`config.mk`:
```
export PLATFORM = sky130hd
export DESIGN_NAME = fetch_sequencer_flat
export DESIGN_NICKNAME = d
export VERILOG_FILES = /design/src/rtl/fetch_seq_if.sv /design/src/rtl/fetch_sequencer.sv /design/src/flat_wrapper.sv
export SDC_FILE = /design/constraint.sdc
export NUM_CORES = 1
export LEC_CHECK = 0
export ABC_AREA = 1
export CORE_MARGIN = 2
export CORE_UTILIZATION = 35
export DETAILED_ROUTE_END_ITERATION = 8
export DONT_BUFFER_PORTS = 1
export REMOVE_ABC_BUFFERS = 1
export SLEW_MARGIN = 20
export SYNTH_ARGS = -nofsm -noshare
export SYNTH_HDL_FRONTEND = slang
export SYNTH_SLANG_ARGS = --single-unit
```
`constraint.sdc`:
```
create_clock -name i_clk -period 2.4 [get_ports i_clk]
set_input_delay 0.48 -clock i_clk [delete_from_list [all_inputs] [get_ports i_clk]]
set_output_delay 0.48 -clock i_clk [all_outputs]
set_load 0.01 [all_outputs]
```
`src/rtl/fetch_seq_if.sv`:
```
// Command, load-stream and fetch-control bundle between the debug front end,
// the fetch stage / imem write port (master side) and fetch_sequencer (slave side).
interface fetch_seq_if #(
    parameter int IMEM_ADDR_W = 8
);
    logic                   i_cmd_valid;
    logic [2:0]             i_cmd;
    logic                   i_byte_valid;
    logic [7:0]             i_byte;
    logic                   i_halt_retired;
    logic                   i_stall;
    logic                   o_cmd_ready;
    logic                   o_valid;
    logic                   o_pc_reset;
    logic                   o_imem_we;
    logic [IMEM_ADDR_W-1:0] o_imem_addr;
    logic [31:0]            o_imem_data;
    logic [2:0]             o_state;
    logic [31:0]            o_cycle_cnt;
    logic                   o_timeout;

    modport slave (
        input  i_cmd_valid, i_cmd, i_byte_valid, i_byte, i_halt_retired, i_stall,
        output o_cmd_ready, o_valid, o_pc_reset, o_imem_we, o_imem_addr, o_imem_data,
               o_state, o_cycle_cnt, o_timeout
    );

    modport master (
        output i_cmd_valid, i_cmd, i_byte_valid, i_byte, i_halt_retired, i_stall,
        input  o_cmd_ready, o_valid, o_pc_reset, o_imem_we, o_imem_addr, o_imem_data,
               o_state, o_cycle_cnt, o_timeout
    );
endinterface

```
`src/rtl/fetch_sequencer.sv`:
```
// Fetch-stage run controller: loads imem from a byte stream, then runs or single-steps
// the fetch stage until halt retires. Define FETCH_SEQ_WATCHDOG_EN for the run watchdog.
module fetch_sequencer #(
    parameter int          IMEM_ADDR_W = 8,
    parameter logic [31:0] HALT_WORD   = 32'hFFFF_FFFF,
    parameter int          WDOG_CYCLES = 1024
) (
    input logic        i_clk,
    input logic        i_reset,
    fetch_seq_if.slave bus
);
    typedef enum logic [2:0] {
        ST_IDLE      = 3'd0,
        ST_LOAD      = 3'd1,
        ST_RUN       = 3'd2,
        ST_STEP_WAIT = 3'd3,
        ST_STEP      = 3'd4,
        ST_HALTED    = 3'd5
    } state_e;

    localparam logic [2:0] CMD_LOAD      = 3'd1;
    localparam logic [2:0] CMD_RUN       = 3'd2;
    localparam logic [2:0] CMD_STEP_MODE = 3'd3;
    localparam logic [2:0] CMD_STEP      = 3'd4;
    localparam logic [2:0] CMD_STOP      = 3'd5;
    localparam logic [2:0] CMD_CLEAR     = 3'd6;
    localparam logic [IMEM_ADDR_W-1:0] ADDR_LAST = {IMEM_ADDR_W{1'b1}};

    function automatic logic [31:0] sat_inc32(input logic [31:0] v);
        return (v == 32'hFFFF_FFFF) ? v : v + 32'd1;
    endfunction

    state_e                 state_q, state_d;
    logic [1:0]             byte_idx_q, byte_idx_d;
    logic [23:0]            word_q, word_d;
    logic [31:0]            data_q, data_d;
    logic                   we_q, we_d;
    logic [IMEM_ADDR_W-1:0] addr_q, addr_d;
    logic                   pc_reset_q, pc_reset_d;
    logic                   valid_q, valid_d;
    logic                   cmd_ready_q, cmd_ready_d;
    logic [31:0]            cycle_cnt_q, cycle_cnt_d;

    logic cmd_acc_s;
    logic load_s, run_s, step_mode_s, step_s, stop_s, clear_s;
    logic wdog_fire_s;

    // Command acceptance: STOP is additionally taken while busy in RUN or LOAD.
    always_comb begin
        cmd_acc_s = bus.i_cmd_valid &&
                    (cmd_ready_q ||
                     ((bus.i_cmd == CMD_STOP) && ((state_q == ST_RUN) || (state_q == ST_LOAD))));
        load_s      = cmd_acc_s && (bus.i_cmd == CMD_LOAD);
        run_s       = cmd_acc_s && (bus.i_cmd == CMD_RUN);
        step_mode_s = cmd_acc_s && (bus.i_cmd == CMD_STEP_MODE);
        step_s      = cmd_acc_s && (bus.i_cmd == CMD_STEP);
        stop_s      = cmd_acc_s && (bus.i_cmd == CMD_STOP);
        clear_s     = cmd_acc_s && (bus.i_cmd == CMD_CLEAR);
    end

`ifdef FETCH_SEQ_WATCHDOG_EN
    localparam int WDOG_W = $clog2(WDOG_CYCLES + 1);
    localparam logic [WDOG_W-1:0] WDOG_LAST = WDOG_W'(WDOG_CYCLES - 1);

    logic [WDOG_W-1:0] wdog_q, wdog_d;
    logic              timeout_q, timeout_d;

    // Watchdog: counts RUN cycles since entry; sticky timeout until a restarting command.
    always_comb begin
        wdog_fire_s = (state_q == ST_RUN) && (wdog_q == WDOG_LAST) && !bus.i_halt_retired;
        if (state_q == ST_RUN) begin
            wdog_d = wdog_q + WDOG_W'(1);
        end else begin
            wdog_d = '0;
        end
        if (wdog_fire_s) begin
            timeout_d = 1'b1;
        end else if (load_s || run_s || step_mode_s || clear_s) begin
            timeout_d = 1'b0;
        end else begin
            timeout_d = timeout_q;
        end
    end

    // Watchdog registers.
    always_ff @(posedge i_clk or negedge i_reset) begin
        if (!i_reset) begin
            wdog_q    <= '0;
            timeout_q <= 1'b0;
        end else begin
            wdog_q    <= wdog_d;
            timeout_q <= timeout_d;
        end
    end

    assign bus.o_timeout = timeout_q;
`else
    logic unused_wdog_s;
    assign unused_wdog_s = (WDOG_CYCLES == 32'sd0);
    assign wdog_fire_s   = 1'b0;
    assign bus.o_timeout = 1'b0;
`endif

    // Next-state, byte assembler, write strobe and cycle counter.
    always_comb begin
        state_d    = state_q;
        byte_idx_d = byte_idx_q;
        word_d     = word_q;
        data_d     = data_q;
        we_d       = 1'b0;
        addr_d     = addr_q;
        pc_reset_d = 1'b0;
        if (valid_q && !bus.i_stall) begin
            cycle_cnt_d = sat_inc32(cycle_cnt_q);
        end else begin
            cycle_cnt_d = cycle_cnt_q;
        end

        case (state_q)
            ST_IDLE, ST_HALTED: begin
                if (load_s) begin
                    state_d    = ST_LOAD;
                    addr_d     = '0;
                    byte_idx_d = 2'd0;
                    word_d     = 24'd0;
                end else if (run_s) begin
                    state_d     = ST_RUN;
                    pc_reset_d  = 1'b1;
                    cycle_cnt_d = 32'd0;
                end else if (step_mode_s) begin
                    state_d     = ST_STEP_WAIT;
                    pc_reset_d  = 1'b1;
                    cycle_cnt_d = 32'd0;
                end else if (clear_s) begin
                    state_d    = ST_IDLE;
                    pc_reset_d = (state_q == ST_IDLE);
                end else begin
                    state_d = state_q;
                end
            end
            ST_LOAD: begin
                if (stop_s) begin
                    state_d    = ST_IDLE;
                    byte_idx_d = 2'd0;
                end else begin
                    // The write cycle retires the word; address saturates at the last entry.
                    if (we_q) begin
                        if ((data_q == HALT_WORD) || (addr_q == ADDR_LAST)) begin
                            state_d = ST_IDLE;
                        end else begin
                            state_d = ST_LOAD;
                        end
                        if (addr_q != ADDR_LAST) begin
                            addr_d = addr_q + IMEM_ADDR_W'(1);
                        end else begin
                            addr_d = addr_q;
                        end
                    end else begin
                        state_d = ST_LOAD;
                    end
                    if (bus.i_byte_valid) begin
                        byte_idx_d = byte_idx_q + 2'd1;
                        case (byte_idx_q)
                            2'd0:    word_d[7:0]   = bus.i_byte;
                            2'd1:    word_d[15:8]  = bus.i_byte;
                            2'd2:    word_d[23:16] = bus.i_byte;
                            2'd3: begin
                                data_d = {bus.i_byte, word_q};
                                we_d   = 1'b1;
                            end
                            default: word_d = word_q;
                        endcase
                    end else begin
                        byte_idx_d = byte_idx_q;
                    end
                end
            end
            ST_RUN: begin
                if (bus.i_halt_retired || wdog_fire_s) begin
                    state_d = ST_HALTED;
                end else if (stop_s) begin
                    state_d = ST_IDLE;
                end else begin
                    state_d = ST_RUN;
                end
            end
            ST_STEP_WAIT: begin
                if (bus.i_halt_retired) begin
                    state_d = ST_HALTED;
                end else if (step_s) begin
                    state_d = ST_STEP;
                end else if (stop_s) begin
                    state_d = ST_IDLE;
                end else begin
                    state_d = ST_STEP_WAIT;
                end
            end
            ST_STEP: begin
                if (bus.i_halt_retired) begin
                    state_d = ST_HALTED;
                end else if (!bus.i_stall) begin
                    state_d = ST_STEP_WAIT;
                end else begin
                    state_d = ST_STEP;
                end
            end
            default: begin
                state_d = ST_IDLE;
            end
        endcase

        valid_d     = (state_d == ST_RUN) || (state_d == ST_STEP);
        cmd_ready_d = (state_d == ST_IDLE) || (state_d == ST_STEP_WAIT) || (state_d == ST_HALTED);
    end

    // State and output registers.
    always_ff @(posedge i_clk or negedge i_reset) begin
        if (!i_reset) begin
            state_q     <= ST_IDLE;
            byte_idx_q  <= 2'd0;
            word_q      <= 24'd0;
            data_q      <= 32'd0;
            we_q        <= 1'b0;
            addr_q      <= '0;
            pc_reset_q  <= 1'b0;
            valid_q     <= 1'b0;
            cmd_ready_q <= 1'b1;
            cycle_cnt_q <= 32'd0;
        end else begin
            state_q     <= state_d;
            byte_idx_q  <= byte_idx_d;
            word_q      <= word_d;
            data_q      <= data_d;
            we_q        <= we_d;
            addr_q      <= addr_d;
            pc_reset_q  <= pc_reset_d;
            valid_q     <= valid_d;
            cmd_ready_q <= cmd_ready_d;
            cycle_cnt_q <= cycle_cnt_d;
        end
    end

    assign bus.o_cmd_ready = cmd_ready_q;
    assign bus.o_valid     = valid_q;
    assign bus.o_pc_reset  = pc_reset_q;
    assign bus.o_imem_we   = we_q;
    assign bus.o_imem_addr = addr_q;
    assign bus.o_imem_data = data_q;
    assign bus.o_state     = state_q;
    assign bus.o_cycle_cnt = cycle_cnt_q;

endmodule

```
`src/flat_wrapper.sv`:
```
// flat-port wrapper written by rule: the top's interface ports become plain ports
module fetch_sequencer_flat 
#(
    parameter int          IMEM_ADDR_W = 8,
    parameter logic [31:0] HALT_WORD   = 32'hFFFF_FFFF,
    parameter int          WDOG_CYCLES = 1024
)
  (i_clk, i_reset, bus_i_cmd_valid, bus_i_cmd, bus_i_byte_valid, bus_i_byte, bus_i_halt_retired, bus_i_stall, bus_o_cmd_ready, bus_o_valid, bus_o_pc_reset, bus_o_imem_we, bus_o_imem_addr, bus_o_imem_data, bus_o_state, bus_o_cycle_cnt, bus_o_timeout);
  fetch_seq_if #(.IMEM_ADDR_W(IMEM_ADDR_W)) bus_i ();
  input logic i_clk;
  input logic i_reset;
  input wire logic [$bits(bus_i.i_cmd_valid)-1:0] bus_i_cmd_valid;
  input wire logic [$bits(bus_i.i_cmd)-1:0] bus_i_cmd;
  input wire logic [$bits(bus_i.i_byte_valid)-1:0] bus_i_byte_valid;
  input wire logic [$bits(bus_i.i_byte)-1:0] bus_i_byte;
  input wire logic [$bits(bus_i.i_halt_retired)-1:0] bus_i_halt_retired;
  input wire logic [$bits(bus_i.i_stall)-1:0] bus_i_stall;
  output wire logic [$bits(bus_i.o_cmd_ready)-1:0] bus_o_cmd_ready;
  output wire logic [$bits(bus_i.o_valid)-1:0] bus_o_valid;
  output wire logic [$bits(bus_i.o_pc_reset)-1:0] bus_o_pc_reset;
  output wire logic [$bits(bus_i.o_imem_we)-1:0] bus_o_imem_we;
  output wire logic [$bits(bus_i.o_imem_addr)-1:0] bus_o_imem_addr;
  output wire logic [$bits(bus_i.o_imem_data)-1:0] bus_o_imem_data;
  output wire logic [$bits(bus_i.o_state)-1:0] bus_o_state;
  output wire logic [$bits(bus_i.o_cycle_cnt)-1:0] bus_o_cycle_cnt;
  output wire logic [$bits(bus_i.o_timeout)-1:0] bus_o_timeout;
  assign bus_i.i_cmd_valid = bus_i_cmd_valid;
  assign bus_i.i_cmd = bus_i_cmd;
  assign bus_i.i_byte_valid = bus_i_byte_valid;
  assign bus_i.i_byte = bus_i_byte;
  assign bus_i.i_halt_retired = bus_i_halt_retired;
  assign bus_i.i_stall = bus_i_stall;
  assign bus_o_cmd_ready = bus_i.o_cmd_ready;
  assign bus_o_valid = bus_i.o_valid;
  assign bus_o_pc_reset = bus_i.o_pc_reset;
  assign bus_o_imem_we = bus_i.o_imem_we;
  assign bus_o_imem_addr = bus_i.o_imem_addr;
  assign bus_o_imem_data = bus_i.o_imem_data;
  assign bus_o_state = bus_i.o_state;
  assign bus_o_cycle_cnt = bus_i.o_cycle_cnt;
  assign bus_o_timeout = bus_i.o_timeout;
  fetch_sequencer #(.IMEM_ADDR_W(IMEM_ADDR_W), .HALT_WORD(HALT_WORD), .WDOG_CYCLES(WDOG_CYCLES)) u_core (.i_clk(i_clk), .i_reset(i_reset), .bus(bus_i));
endmodule
```
Word-level counts from Yosys, hierarchy flattened --
Cells that the tools add are included.
Operators by class: muxes and demuxes 46, bitwise operators 1, equal/unequal tests 31, reductions and logical operators 27, add/subtract/negate cells 3
Operator list (number):
- 32-bit 2-to-1 mux | 6
- 24-bit 2-to-1 mux | 3
- 32-bit equality test, second input constant | 2
- 8-bit 2-to-1 mux | 7
- 24-bit one-hot mux with 2 select lines | 1
- 32-bit by 1-bit adder with 32-bit output, second input constant | 1
- 3-bit 2-to-1 mux | 10
- 3-bit equality test, second input constant | 7
- 5-bit AND reduction | 4
- 3-bit by 2-bit equality test with 1-bit output, second input constant | 6
- 8-bit one-hot mux with 2 select lines | 1
- 3-bit one-hot mux with 5 select lines | 1
- 2-bit != test, second input constant | 6
- 1-bit 2-to-1 mux | 11
- 2-bit 2-to-1 mux | 5
- 1-bit logical AND | 9
- 8-bit by 1-bit adder with 8-bit output, second input constant | 1
- 8-bit equality test, second input constant | 1
- 8-bit != test, second input constant | 1
- 3-bit by 1-bit equality test with 1-bit output, second input constant | 2
- 3-bit logical NOT | 2
- 1-bit logical OR | 6
- 2-bit equality test, second input constant | 2
- 2-bit by 1-bit != test with 1-bit output, second input constant | 2
- 11 further kinds | 11
Word-level totals: input bits 17, word-level logic and storage cells 120, output and inout bits 80, flip-flop bits (word level) 105

Depth between registers and ports, before layout --
Gate-level depths: netlist of run 1.
depth in word-level cells 14, mapped depth 14

Least setup slack after synthesis of run 1 --
No wires, ideal clock.
kind reg-to-reg, start point register u_core.cycle_cnt_q[0] (netlist: u_core.bus.o_cycle_cnt[0]), end point register u_core.cycle_cnt_q[14] (netlist: u_core.bus.o_cycle_cnt[14]), setup slack 0.529 ns, buffers on the path 0, data arrival time 1.739 ns, setup time 0.132 ns, stages on the path, launching flop included 13, path through dfrtp_1 > ha_1 > nand2_1 > nor3_2 > nand2_1 > nor2_4 > nand3_1 > nand2_2 > inv_2 > nand2_1 > nor2_1 > xor2_1 > nor2_1
Between the ends: cells in the longest elaborated chain, start to end 7
RTL lines:
- start: declaration | line fetch_sequencer.sv:42 | logic [31:0] cycle_cnt_q, cycle_cnt_d;
- start signal: assignment | line fetch_sequencer.sv:239 | cycle_cnt_q <= cycle_cnt_d;
- 32-bit by 1-bit adder with 32-bit output or 32-bit equality test (tied branches) | line fetch_sequencer.sv:30 | return (v == 32'hFFFF_FFFF) ? v : v + 32'd1;
- 32-bit 2-to-1 mux * | line fetch_sequencer.sv:30
- 32-bit 2-to-1 mux * | line fetch_sequencer.sv:113 | if (valid_q && !bus.i_stall) begin
- 32-bit 2-to-1 mux | line fetch_sequencer.sv:130 | end else if (step_mode_s) begin
- 32-bit 2-to-1 mux | line fetch_sequencer.sv:126 | end else if (run_s) begin
- 32-bit 2-to-1 mux | line fetch_sequencer.sv:121 | if (load_s) begin
- 32-bit 2-to-1 mux * | line fetch_sequencer.sv:119 | case (state_q)
- via u_core.cycle_cnt_d[14] | line fetch_sequencer.sv:42
The timed path passes the listed nets; every way through them passes the cells marked *. A chain may end at the register's enable or synchronous reset.

Worst setup path after layout of run 1 --
start point register u_core.state_q[0] (netlist: u_core.bus.o_state[0]), end point register u_core.addr_q[4] (netlist: u_core.bus.o_imem_addr[4])
Between the ends: cells in the longest elaborated chain, start to end 8
RTL lines:
- start: declaration | line fetch_sequencer.sv:33 | state_e state_q, state_d;
- start signal: assignment | line fetch_sequencer.sv:230 | state_q <= state_d;
- 3-bit by 2-bit equality test with 1-bit output or 3-bit by 1-bit equality test with 1-bit output (tied branches) | line fetch_sequencer.sv:52, fetch_sequencer.sv:119
- 1-bit logical OR | line fetch_sequencer.sv:52 | ((bus.i_cmd == CMD_STOP) && ((state_q == ST_RUN) || (state_q == ST_LOAD))));
- 1-bit logical AND | line fetch_sequencer.sv:52
- 1-bit logical OR | line fetch_sequencer.sv:51 | (cmd_ready_q ||
- 1-bit logical AND | line fetch_sequencer.sv:50 | cmd_acc_s = bus.i_cmd_valid &&
- 1-bit logical AND (on tied branches) | line fetch_sequencer.sv:57, fetch_sequencer.sv:53
- 2-bit != test (no source line) or 2-bit by 1-bit != test with 1-bit output (tied branches)
- 5-bit AND reduction (no source line)
- end signal: assignment | line fetch_sequencer.sv:235 | addr_q <= addr_d;
- end: declaration | line fetch_sequencer.sv:38 | logic [IMEM_ADDR_W-1:0] addr_q, addr_d;
Several ways; a longest one is shown, not always the timed one.

==> metrics.yaml, run 1 <==
ir_drop_mv: 0.496
slowest_delay_ns: 0.49
avgRoutedWirePerCell_um: 14.6
synth_top_family_by_area: "simple AND/OR/NAND/NOR gates"
drtIter0Drc: 286
pre_cts_ws_ns: 0.359
routed_wl_mm: 12.9
place_inst: 870
root_buffer: "clkbuf_16"
rsz0062_at_grt: "false"
setup_viol: 0
startpoint: "u_core.bus.o_state[0]"
io_pins: 97
drv_cap: 0
drc: 0
grt_pass1_wl_mm: 21.4
cts_buffers: 9
tritoncts: "built"
p_per_area_nw_per_um2: 1140
final_cells: 886
yosys_warnings: 0
fin_crit_sh_pct: 84.3
fillers: 1569
grt_max_degree: 106
h-tree-depth: 3
whs_ns: -0.184
finalCriticalPeriod_ns: 2.02
violations: "negative hold slack"
synthSimpleGateAreaFrac_pct: 27.8
insertion_delay_ns: 0.36
maxClockFrequency_mhz: 494
cpMaxStageDelayCell: "dfrtp_1"
dpl_cell_area_sq_um: 5690
dp_hpwl_mm: 9.29
netlist_area_sq_um: 5460
crit_fanout: 12
drive_gt1_share_pct: 10.5
critPathBufInv: 2
rows: 45
synth_xor_area_share_pct: 2.24
synth_area_leaders: "dfrtp_1, nand2_1, nor2_1, inv_1, o21ai_1"
multi_input_area_sq_um: 2400
r2r_start: "u_core.bus.o_state[0]"
io_buffers: 0
synth.avg_cell_area_sq_um: 7.96
ys_ff_latch: 105
p_leak_nw: 2.73
yosys.area.top_type_share_pct: 47.6
antenna_left: 0
n_antenna_cell: 0
r2r_slack_ns: 0.38
post_cts_resized: 0
cts_setup_buffers: 0
clk_path_buf_depth: 2
start_util_pct: 35.9
antenna_found_initial: 0
fin_ws_ns: 0.377
globalplace.congestion: 0.903
mostFrequentLayoutCells: "nand2_1, dfrtp_1, nor2_1, inv_1, o21ai_1"
start_kind: "flop"
synthCells: 686
cts.clk_slew.worst_paths_ns: 0.07
critPathTopFamily: "compound AO/OA/AOI/OAI gates"
via_per_inst: 4.97
drtPass1Iterations: 5
grt_usage_pct: 16.2
hold_viol: 104
cp.arrival_ns: 2.27
drv_slew: 0
core-area_sq_um: 15200
yosysTopAreaCell: "dfrtp_1"
synth.area.mux_share_pct: 0
status: "complete, but fails checks"
worstSetupPathType: "flop to flop"
synth-edff-count: 0
die_h_um: 129
grt_pass1_vias: 4285
critPathCaptureType: "flop"
fin_skew_ns: 0.00858
crit_chain: "nor2_1 > inv_2 > o21ai_2 > o21ai_0 > clkinv_1 > o21ai_4 > nor2_4 > o21ai_0 > a21oi_1 > nor2_1"
p_total_mw: 6.83
die_width_um: 129
yosys.area_share.adder_pct: 1.37
regArea_sq_um: 2630
yosysUniqueCellTypes: 39
fin_nets: 716
overflow: 0
cts_sinks: 105
hp-class: "input pin to asynchronous set/reset pin"
dr_total_vias: 4399
dieArea_sq_um: 16600
finalInstanceArea_sq_um: 6000
worstPathRequired_ns: 2.65
final_common_cell: "nand2_1"
area_growth_pct: 9.76
synth_ff_type: "dfrtp_1"
async_flop_share_pct: 100
synth_compound_area_share_pct: 12.4
synth_seq_area_share_pct: 48.1
## synth_stat cells, types with 2 or more instances
cell	instances
nand3_1	36
xnor2_1	2
nand4_1	18
nor2_2	2
nor3_1	17
a21boi_1	2
clkbuf_1	3
nor2_4	7
o41ai_1	2
nand2_2	5
dfrtp_1	104
ha_1	6
o21ai_1	48
a21oi_1	20
nor3_2	3
clkinv_1	2
o21ai_0	25
buf_2	3
inv_1	76
xor2_1	12
a31oi_1	2
nor2_1	82
inv_2	9
o21bai_1	3
buf_6	5
o21ai_2	12
nand3_4	2
nand2_1	165
buf_4	3
## flip-flops by register name, indices dropped and copies added, names as in the netlist
register                flops
u_core.bus.o_pc_reset       1
u_core.bus.o_imem_addr      8
u_core.bus.o_imem_we        1
u_core.word_q              24
u_core.bus.o_imem_data     32
u_core.bus.o_cmd_ready      1
u_core.bus.o_cycle_cnt     32
u_core.bus.o_state          3
u_core.bus.o_valid          1
u_core.byte_idx_q           2
## path summary, 6_finish.rpt
check                                                   to  cells after the start
worst max-delay path             u_core.bus.o_imem_addr[4]                     10
worst min-delay path             u_core.bus.o_cycle_cnt[9]                      0
worst max register to register   u_core.bus.o_imem_addr[4]                     10
worst min register to register           u_core.word_q[14]                      2
max in group asynchronous           u_core.bus.o_cmd_ready                      0
min in group i_clk              u_core.bus.o_imem_data[27]                      2
## power breakdown
part	switching [mW]	internal [mW]	total (mW)	leakage, nW
sequential	0.750	2.40	3.15	1.35
combinational	1.45	0.728	2.18	1.24
clock	0.733	0.764	1.50	0.150
total	2.94	3.89	6.83	2.73
## stage by stage
| stage | hold WS (ns) | setup TNS (ns) | util [%] |
|---|---|---|---|
| global placement | 0.191 | 0 | 37.4 |
| CTS | -0.201 | 0 | 39.4 |
| detailed placement | 0.191 | 0 | 37.4 |
| finish | -0.184 | 0 | 39.4 |
| floorplan | 0.184 | -19.43 | - |
| global route | -0.206 | 0 | 39.4 |
## routing by layer
layer  global-route usage, %  vias up  share of wire (%)
met3                    6.28       17                7.7
met5                       0        -                  0
met2                    25.6      107                 46
li1                        -     2224                  -
met4                    5.56        0                1.8
met1                    20.4     2051                 45
## worst reg2reg max path: stages, from the launching register on
cell	delay [ns]
dfrtp_1	0.49
nor2_1	0.21
inv_2	0.07
o21ai_2	0.21
o21ai_0	0.12
clkinv_1	0.10
o21ai_4	0.12
nor2_4	0.25
o21ai_0	0.16
a21oi_1	0.14
nor2_1	0.05
## area by class of cell
cell class              instances  area share, %
flip-flops and latches        105           43.8
well taps                     188           3.92
multi-input cells             479           40.1
clock buffers                  10           3.99
repair buffers                 11           1.59
clock inverters                 6           1.13
inverters                      87           5.45
## cell families (layout without fill, tap and decap cells)
group | Yosys count | in the layout
AO/OA/AOI/OAI | 118 | 118
XOR/XNOR | 14 | 14
adder cells (fa/ha/maj) | 6 | 6
buffers and inverters | 102 | 114
flip-flops | 105 | 105
other | 1 | 1
AND/OR/NAND/NOR | 340 | 340
(Power assumes the default switching activity.)
==> run 2, diff against run 1 <==
==> constraint.sdc (replaced) <==
create_clock -name i_clk -period 1.7 [get_ports i_clk]
set_input_delay 0.34 -clock i_clk [delete_from_list [all_inputs] [get_ports i_clk]]
set_output_delay 0.34 -clock i_clk [all_outputs]
set_load 0.01 [all_outputs]
==> run 2 against run 1 <==
  * The run ends with negative hold slack, negative setup slack left
  * Hold slack lost 0.14 ns
  * Global-route usage rose by 3.2 points
  * Non-clock buffer count increased by 191
  * Clock power is 53% higher
  * Final cell count up 22%
  * Sequential share of layout area fell by 13 points
  * Clock-buffer cell count shrank 1
  * Final area up 43%
  * Die area unchanged
  * Critical endpoint is now u_core.bus.o_cycle_cnt[8]
  * Largest cell class is now multi-input gates
  * Highest routed layer unchanged
==> metrics.yaml, run 2 (synthesis gave the netlist of run 1 again) <==
worstSetupPathType: "flop to flop"  # unchanged
drv_slew: 0  # unchanged
critPathCaptureType: "flop"  # unchanged
place_inst: 1007  # was 870
final_common_cell: "buf_4"  # was nand2_1
seqPwrFrac_pct: 28.5  # was 46.1%
grt_max_degree: 106  # unchanged
violations: "negative hold slack, negative setup slack"  # was negative hold slack
p_leak_nw: 4.03  # was 2.73 nW
h-tree-depth: 3  # unchanged
area_growth_pct: 56.8  # was 9.76%
clock_power_share_pct: 16.9  # was 21.9%
rr_endpoint: "u_core.bus.o_cycle_cnt[8]"  # was u_core.bus.o_imem_addr[4]
drtIter0Drc: 412  # was 286
p_switching_mw: 5.55  # was 2.94 mW
fin_tns_setup_ns: -8.45  # was 0 ns
io_buffers: 0  # unchanged
clk_path_buf_depth: 2  # unchanged
rsz0062_at_grt: "true"  # was false
antenna_left: 0  # unchanged
p_total_mw: 13.6  # was 6.83 mW
r2r_start: "u_core.bus.o_cycle_cnt[1]"  # was u_core.bus.o_state[0]
dieArea_sq_um: 16600  # unchanged
setup_viol: 99  # was 0
fillers: 1302  # was 1,569
finalCriticalPeriod_ns: 1.90  # was 2.02 ns
drc: 0  # unchanged
io_pins: 97  # unchanged
cts_buffers: 9  # unchanged
r2r_slack_ns: -0.20  # was 0.38 ns
drv_cap: 0  # unchanged
dp_hpwl_mm: 10.7  # was 9.29 mm
multi_input_area_sq_um: 3160  # was 2400 sq um
startpoint: "u_core.bus.o_cycle_cnt[1]"  # was u_core.bus.o_state[0]
tritoncts: "built"  # unchanged
overflow: 0  # unchanged
grt_pass1_vias: 5191  # was 4,285
fin_skew_ns: 0.0149  # was 0.00858 ns
finalInstanceArea_sq_um: 8570  # was 6000 sq um
start_util_pct: 35.9  # unchanged
dpl_cell_area_sq_um: 6760  # was 5690 sq um
regArea_sq_um: 2630  # about the same
start_kind: "flop"  # unchanged
worstPathRequired_ns: 1.98  # was 2.65 ns
ir_drop_mv: 0.913  # was 0.496 mV
pre_cts_ws_ns: -0.235  # was 0.359 ns
sw_frac_of_total_pct: 40.8  # was 43.0%
drtPass1Iterations: 5  # unchanged
fin_ws_ns: -0.205  # was 0.377 ns
root_buffer: "clkbuf_16"  # unchanged
utilization_pct: 56.4  # was 39.4%
fin_crit_sh_pct: 112  # was 84.3%
endpoint: "u_core.bus.o_cycle_cnt[8]"  # was u_core.bus.o_imem_addr[4]
cts_sinks: 105  # unchanged
cts.clk_slew.worst_paths_ns: 0.08  # was 0.07 ns
mostFrequentLayoutCells: "buf_4, nand2_1, dfrtp_1, inv_1, nor2_1"  # was nand2_1, dfrtp_1, nor2_1, inv_1, o21ai_1
fin_nets: 907  # was 716
cp.arrival_ns: 2.18  # was 2.27 ns
drive_gt1_share_pct: 46.9  # was 10.5%
avgRoutedWirePerCell_um: 15.7  # was 14.6 um
insertion_delay_ns: 0.36  # about the same
die_width_um: 129  # unchanged
globalplace.congestion: 0.908  # was 0.903
n_antenna_cell: 0  # unchanged
hold_viol: 105  # was 104
die_h_um: 129  # unchanged
p_int_mw: 8.06  # was 3.89 mW
status: "complete, but fails checks"  # unchanged
p_per_area_nw_per_um2: 1590  # was 1140 nW/um^2
via_per_inst: 5.02  # was 4.97
maxClockFrequency_mhz: 525  # was 494 MHz
crit_fanout: 7  # was 12
reg2reg_depth: 13  # was 10
whs_ns: -0.324  # was -0.184 ns
grt_usage_pct: 19.4  # was 16.2%
final_cells: 1077  # was 886
rows: 45  # unchanged
hp-class: "input pin to asynchronous set/reset pin"  # unchanged
grt_pass1_wl_mm: 25.4  # was 21.4 mm
core-area_sq_um: 15200  # unchanged
p_comb_share_pct: 54.6  # was 31.9%
routed_wl_mm: 16.9  # was 12.9 mm
dr_total_vias: 5403  # was 4,399
antenna_found_initial: 0  # unchanged
run 2: cell types whose count changed in the layout (fill, tap and decap cells not counted), moves of 9 or more:
cell	previous run	this run
nand2_1	165	104
buf_4	10	158
o21ai_2	12	33
nand2_2	5	36
inv_1	76	67
nand3_1	35	15
nor2_2	2	13
nor2_4	7	17
buf_6	0	29
o21ai_0	25	4
nand3_2	2	18
nor2_1	82	61
nand2_4	1	30
run 2: worst min-delay path by stage:
stage / startpoint / endpoint / slack, ns / cells after the start
final: i_reset / u_core.bus.o_cycle_cnt[11] / -0.32 / 0
after global routing: i_reset / u_core.bus.o_cycle_cnt[11] / -0.35 / 0
after CTS: i_reset / u_core.bus.o_cycle_cnt[11] / -0.34 / 0
after detailed placement: i_reset / u_core.bus.o_cycle_cnt[11] / 0.05 / 0
after global placement: i_reset / u_core.bus.o_cycle_cnt[11] / 0.05 / 0
after floorplan: i_reset / u_core.bus.o_cycle_cnt[0] / 0.04 / 0
run 2: power by group through the flow:
stage          clock network [mW]  registers (mW)  logic (mW)
2_1_floorplan                   0            4.30        2.33
3_3_place_gp                    0            3.87        5.25
3_5_place_dp                    0            3.89        5.33
4_1_cts                      2.34            3.85        6.69
5_1_grt                      2.46            4.00        8.02
6_report                     2.30            3.89        7.43
run 2: repair_timing:
action                                  4_1_cts  5_1_grt
buffers inserted                             36       21
pin swaps                                    36       47
endpoints found under the setup margin       95      104
resized for setup                           122      153
cloned                                        6        1
hold endpoints to repair                    105      105
run 2: critical path: stages (launching register included):
cell	delay, ns
dfrtp_1	0.45
ha_4	0.18
nand2_4	0.06
nor3_4	0.13
nand2_2	0.10
nor2_4	0.13
nand3_4	0.10
nand2_8	0.14
buf_4	0.14
buf_6	0.09
nor2_4	0.04
nand2_2	0.06
o21ai_1	0.06
a21oi_1	0.14
run 2: final cells by class:
class / instances / area share (%)
flip-flops and latches: 105 / 30.7
multi-input cells: 479 / 36.9
repair buffers: 202 / 21.7
clock inverters: 7 / 1.17
well taps: 188 / 2.75
clock buffers: 9 / 2.63
inverters: 87 / 4.09
run 2: metal layers:
metal	global-route usage [%]	share of wire (%)	vias to the layer above
li1	-	-	2620
met1	23.5	41	2612
met2	33.6	51	149
met3	5.82	6.6	22
met4	5.43	1.4	0
met5	0	0	-
